==> src/rtl/mcs4_pkg.sv <==
// mcs4_pkg: MCS-4 subcycle phase encoding and ROM I/O opcodes shared by the bus ports
package mcs4_pkg;
    typedef enum logic [3:0] {IDLE, A1, A2, A3, M1, M2, X1, X2, X3} phase_t;
    localparam logic [3:0] OPA_WRR = 4'h2;
    localparam logic [3:0] OPA_RDR = 4'hA;
    localparam logic [3:0] SUBCYCLES = 4'd8;
endpackage

==> src/rtl/mcs4_phase_tracker.sv <==
// mcs4_phase_tracker: clk2 falling-edge tick, SYNC resync and current-subcycle register (phase_next is the post-tick value)
module mcs4_phase_tracker
    import mcs4_pkg::*;
(
    input  logic   sysclk,
    input  logic   poc,
    input  logic   clk2,
    input  logic   sync,
    output logic   tick,
    output phase_t phase,
    output phase_t phase_next
);
    logic clk2_q;
    assign tick = clk2_q & ~clk2;
    always_comb
        phase_next = !tick ? phase :
                     (sync || phase == phase_t'(SUBCYCLES)) ? A1 :
                     phase == IDLE ? IDLE : phase_t'(phase + 4'd1);
    always_ff @(posedge sysclk or posedge poc)
        if (poc) begin
            clk2_q <= 1'b0;
            phase <= IDLE;
        end else begin
            clk2_q <= clk2;
            phase <= phase_next;
        end
endmodule

==> src/rtl/mcs4_rom_port.sv <==
// mcs4_rom_port: 4001 ROM bus emulation (address capture, req/ack instruction fetch, M1/M2 return, SRC/WRR/RDR I/O port)
module mcs4_rom_port
    import mcs4_pkg::*;
#(
    parameter logic [3:0] CHIP_ID = 4'h0
) (
    input  logic       sysclk,
    input  logic       poc,
    input  logic       clk2,
    input  logic       sync,
    input  logic       cmrom,
    input  logic [3:0] bus,
    output logic [3:0] data_in,
    output logic       data_oe,
    output logic       mem_req,
    output logic [7:0] mem_addr,
    input  logic       mem_ack,
    input  logic [7:0] mem_data,
    output logic       mem_late,
    input  logic [3:0] io_in,
    output logic [3:0] io_out
);
    logic       tick;
    phase_t     phase, ph_n;
    logic [7:0] addr, addr_n, inst, inst_n, maddr_n;
    logic [3:0] opa, opa_n, io_out_n, din_n;
    logic       sel, sel_n, got, got_n, io_cyc, io_cyc_n, src_sel, src_n, req_n, late_n, oe_n;

    mcs4_phase_tracker u_phase (
        .sysclk    (sysclk),
        .poc       (poc),
        .clk2      (clk2),
        .sync      (sync),
        .tick      (tick),
        .phase     (phase),
        .phase_next(ph_n)
    );

    always_comb begin
        addr_n = addr;
        sel_n = sel;
        got_n = got;
        inst_n = inst;
        req_n = mem_req;
        maddr_n = mem_addr;
        late_n = 1'b0;
        io_cyc_n = io_cyc;
        opa_n = opa;
        src_n = src_sel;
        io_out_n = io_out;
        if (mem_req && mem_ack) begin
            inst_n = mem_data;
            got_n = 1'b1;
            req_n = 1'b0;
        end
        if (tick && phase == A1) addr_n[3:0] = bus;
        if (tick && phase == A2) addr_n[7:4] = bus;
        if (tick && phase == A3) begin
            sel_n = cmrom && (bus == CHIP_ID);
            got_n = 1'b0;
            if (sel_n) begin
                req_n = 1'b1;
                maddr_n = addr;
            end
        end
        if (tick && phase == M1 && sel && !got_n) begin
            late_n = 1'b1;
            req_n = 1'b0;
            inst_n = 8'h00;
        end
        if (tick && phase == M2) begin
            io_cyc_n = cmrom;
            opa_n = bus;
        end
        if (tick && phase == X2 && cmrom && !io_cyc) src_n = (bus == CHIP_ID);
        if (tick && phase == X2 && io_cyc && opa == OPA_WRR && src_sel) io_out_n = bus;
        oe_n = ((ph_n == M1 || ph_n == M2) && sel_n && got_n) ||
               (ph_n == X2 && io_cyc_n && opa_n == OPA_RDR && src_n);
        din_n = !oe_n ? 4'h0 : ph_n == M1 ? inst_n[7:4] : ph_n == M2 ? inst_n[3:0] : io_in;
    end

    always_ff @(posedge sysclk or posedge poc)
        if (poc) begin
            addr <= 8'h00;
            sel <= 1'b0;
            got <= 1'b0;
            inst <= 8'h00;
            mem_req <= 1'b0;
            mem_addr <= 8'h00;
            mem_late <= 1'b0;
            io_cyc <= 1'b0;
            opa <= 4'h0;
            src_sel <= 1'b0;
            io_out <= 4'h0;
            data_oe <= 1'b0;
            data_in <= 4'h0;
        end else begin
            addr <= addr_n;
            sel <= sel_n;
            got <= got_n;
            inst <= inst_n;
            mem_req <= req_n;
            mem_addr <= maddr_n;
            mem_late <= late_n;
            io_cyc <= io_cyc_n;
            opa <= opa_n;
            src_sel <= src_n;
            io_out <= io_out_n;
            data_oe <= oe_n;
            data_in <= din_n;
        end
endmodule

==> config.mk <==
export PLATFORM = sky130hd
export DESIGN_NAME = mcs4_rom_port
export DESIGN_NICKNAME = d
export VERILOG_FILES = /design/src/rtl/mcs4_pkg.sv /design/src/rtl/mcs4_phase_tracker.sv /design/src/rtl/mcs4_rom_port.sv
export SDC_FILE = /design/constraint.sdc
export NUM_CORES = 1
export LEC_CHECK = 0
export CAP_MARGIN = 20
export CELL_PAD_IN_SITES_DETAIL_PLACEMENT = 1
export CELL_PAD_IN_SITES_GLOBAL_PLACEMENT = 2
export CORE_MARGIN = 2
export CORE_UTILIZATION = 36
export CTS_BUF_LIST = sky130_fd_sc_hd__clkbuf_2 sky130_fd_sc_hd__clkbuf_4 sky130_fd_sc_hd__clkbuf_8
export DETAILED_ROUTE_END_ITERATION = 8
export HOLD_SLACK_MARGIN = 0.15
export PLACE_DENSITY = 0.79
export SLEW_MARGIN = 20
export SYNTH_ARGS = -nofsm -noshare
export SYNTH_HDL_FRONTEND = slang
export SYNTH_SLANG_ARGS = --single-unit
export TNS_END_PERCENT = 100
==> constraint.sdc <==
create_clock -name sysclk -period 2.4 [get_ports sysclk]
set_input_delay 0.72 -clock sysclk [delete_from_list [all_inputs] [get_ports sysclk]]
set_output_delay 0.72 -clock sysclk [all_outputs]
set_load 0.05 [all_outputs]
==> impl_metrics.env <==
export IMPL_async_flop_share_pct=100.0
export IMPL_rsz0062_at_grt="false"
export IMPL_syn_num_nets=184
export IMPL_grt_usage_pct=17.34
export IMPL_outcome="finished, final reports clean"
export IMPL_grt_max_degree=49
export IMPL_core_area_mm2=0.005851
export IMPL_fin_nets=251
export IMPL_yosys_area_top_type="dfrtp_1"
export IMPL_tritoncts="built"
export IMPL_diodes=0
export IMPL_drt_wl_total_mm=5.265
export IMPL_maxCapViolations=0
export IMPL_maxSlewViolCount=0
export IMPL_numClockSinks=48
export IMPL_syn2layout_area_growth_pct=35.62
export IMPL_wl_per_cell_um=17.49
export IMPL_dp_hpwl_mm=4.000
export IMPL_chipWidth_um=81.41
export IMPL_synthFlopType="dfrtp_1"
export IMPL_p_leak_nw=1.327
export IMPL_synth_seq_area_share_pct=55.68
export IMPL_finalCriticalPeriod_ps=2252
export IMPL_holdWs_ps=501.5
export IMPL_slew_headroom_pct=65.87
export IMPL_fp_row_count=28
export IMPL_grt_overflow=0
export IMPL_hold_path_cell_count=1
export IMPL_cts_hold_buf=0
export IMPL_crit_path_max_incr_delay_ps=470
export IMPL_worstSetupPathType="in2reg"
export IMPL_place_congestion=0.8180
export IMPL_htreeDepth=2
export IMPL_io_buffers=40
export IMPL_pin_count=41
export IMPL_grt_pass1_wl_mm=8.556
export IMPL_start_kind="input pin"
export IMPL_synthesis_area_mm2=0.002157
export IMPL_worstSkewPairLatency_ps=300
export IMPL_vias=1551
export IMPL_cts_buffers=5
export IMPL_ys_types=43
export IMPL_power_density_mw_per_mm2=764.3
export IMPL_drcViolationCount=0
export IMPL_cp_max_fo=5
export IMPL_slowest_stage="clkdlybuf4s50_1"
export IMPL_die_area_mm2=0.006627
export IMPL_synth_edff_count=0
export IMPL_cts_root_buf="clkbuf_8"
export IMPL_drtPass1Iterations=5
export IMPL_grt_antenna_before_repair=0
export IMPL_drive_above_1_share_pct=28.32
export IMPL_die_h_um=81.41
export IMPL_synth_area_leaders="dfrtp_1, mux2_2, a22o_1, ha_1, mux2i_1"
export IMPL_cp_data_arrival_time_ps=2450
export IMPL_power_mw=2.236
export IMPL_finalSetupViolCount=0
export IMPL_clk_pin_slew_worst_paths_ps=90
export IMPL_postSynthRegisterBits=48
export IMPL_avgSynthCellArea_um2=13.65
export IMPL_ant_nets=0
export IMPL_crit_chain="clkdlybuf4s50_1, nand3b_4, nor4b_2, mux2_2, and4b_4, a41o_1"
export IMPL_setup_tns_ps=0
export IMPL_synth_warnings=0
export IMPL_skew_ps=5.397
export IMPL_cts_buffer_depth=2
export IMPL_critPathRequiredTime_ps=2600
export IMPL_start_util_pct=36.87
export IMPL_synth_top_area_share_pct=55.68
export IMPL_synth_cells=158
export IMPL_r2r_cells=8
export IMPL_worst_slew_pin_slew_ps=510.3
export IMPL_min_path_type="reg2reg"
export IMPL_viasPerCell=5.153
export IMPL_finalHoldViolCount=0
export IMPL_critPathCaptureType="flip-flop"
export IMPL_irDropWorstVdd_mv=0.3162
export IMPL_grt_pass1_vias=1729
export IMPL_post_cts_buffers=0
export IMPL_drt_iter0_markers=52
export IMPL_fmax_mhz=444.1
export IMPL_period_share_pct=93.83
## worst max-delay path: cells and delay by family
family	cells	cell delay (ps)
compound gates	1	200
simple gates	3	680
buf+inv	1	470
mux	1	370
## layout by cell type (no fill, tap or decap), types with 2 or more instances in the layout
master | synthesis | layout
nor2_1 | 6 | 6
inv_1 | 9 | 8
a22o_1 | 8 | 8
o21ai_0 | 3 | 3
nand4_1 | 2 | 2
dfrtp_1 | 48 | 48
clkdlybuf4s50_1 | 0 | 40
buf_4 | 0 | 20
mux2i_1 | 4 | 4
ha_1 | 4 | 3
buf_12 | 0 | 2
a31oi_1 | 2 | 2
clkbuf_8 | 0 | 6
a21oi_1 | 3 | 3
nand3_1 | 3 | 3
o2bb2ai_1 | 4 | 4
clkinvlp_4 | 0 | 2
nor4bb_1 | 2 | 2
nand2_1 | 5 | 5
nand2b_1 | 3 | 3
mux2_2 | 25 | 25
## state kept, by name (all words and copies together) (netlist names)
register / cells
data_in: 4
mem_req: 1
addr: 8
mem_addr: 8
data_oe: 1
io_out: 4
mem_late: 1
src_sel: 1
sel: 1
u_phase.phase: 4
got: 1
opa: 4
inst: 8
io_cyc: 1
u_phase.clk2_q: 1
## cell usage after synthesis (2+ instances only)
master     instances
a21oi_1            3
a22o_1             8
a31oi_1            2
dfrtp_1           48
ha_1               4
inv_1              9
mux2_2            25
mux2i_1            4
nand2_1            5
nand2b_1           3
nand3_1            3
nand4_1            2
nor2_1             6
nor4bb_1           2
o21ai_0            3
o2bb2ai_1          4
## cells by family (layout without fill, tap and decap cells)
group           count (synthesis)  after routing  synth area share, %
simple gates                   36             36                12.18
mux                            30             30                15.43
compound gates                 29             29                12.06
flops                          48             48                55.68
fa+ha+maj                       4              4                2.320
buf+inv                        11             79                2.320
## layout make-up
cell class	instances	area (um2)
inverter	9	33.78
tap	75	93.84
sequential	48	1201
multi-input combinational	99	908.4
fill	600	2925
clock buffer	6	82.58
timing repair buffer	62	590.6
clock inverter	2	15.01
## path summary, 6_finish.rpt
check                                      startpoint                       to  slack, ps
max in group asynchronous                         poc            sel$_DFF_PP0_       1400
min reg2reg                       addr[3]$_DFFE_PP0P_  mem_addr[3]$_DFFE_PP0P_        500
min in group asynchronous                         poc      addr[5]$_DFFE_PP0P_        770
max reg2reg                u_phase.phase[0]$_DFF_PP0_     data_in[1]$_DFF_PP0_        230
min                               addr[3]$_DFFE_PP0P_  mem_addr[3]$_DFFE_PP0P_        500
max                                              clk2        data_oe$_DFF_PP0_        150
## power by group
group          total, mW  internal [mW]  switching, mW
registers           1.11          0.966          0.147
clock network      0.508          0.234          0.275
logic              0.614          0.339          0.275
## timing repair
item / in CTS / in global routing
gates resized for setup: 0 / 1
endpoints found under the hold margin: 0 / 0
endpoints found under the setup margin: 0 / 3
## per-layer routing
metal	vias up	routed length [um]	share of wire [%]	track usage (%)
met5	-	0	0	0
met4	0	50	0.95	4.576
met3	4	212	4.0	4.333
met2	36	2721	52	30.57
met1	791	2281	43	20.99
li1	720	-	-	-
## per-stage QoR
stage | worst slack, ps | util, % | cells | cell area [um2]
after global routing | 28.49 | 50.00 | 301 | 2925
after CTS | 160.5 | 49.96 | 301 | 2923
final | 148.0 | 50.00 | 301 | 2925
after global placement | -129.7 | 48.29 | 293 | 2825
after floorplan | 386.2 | - | 158 | 2157
after detailed placement | -166.5 | 48.29 | 293 | 2825
(Power assumes the default switching activity.)
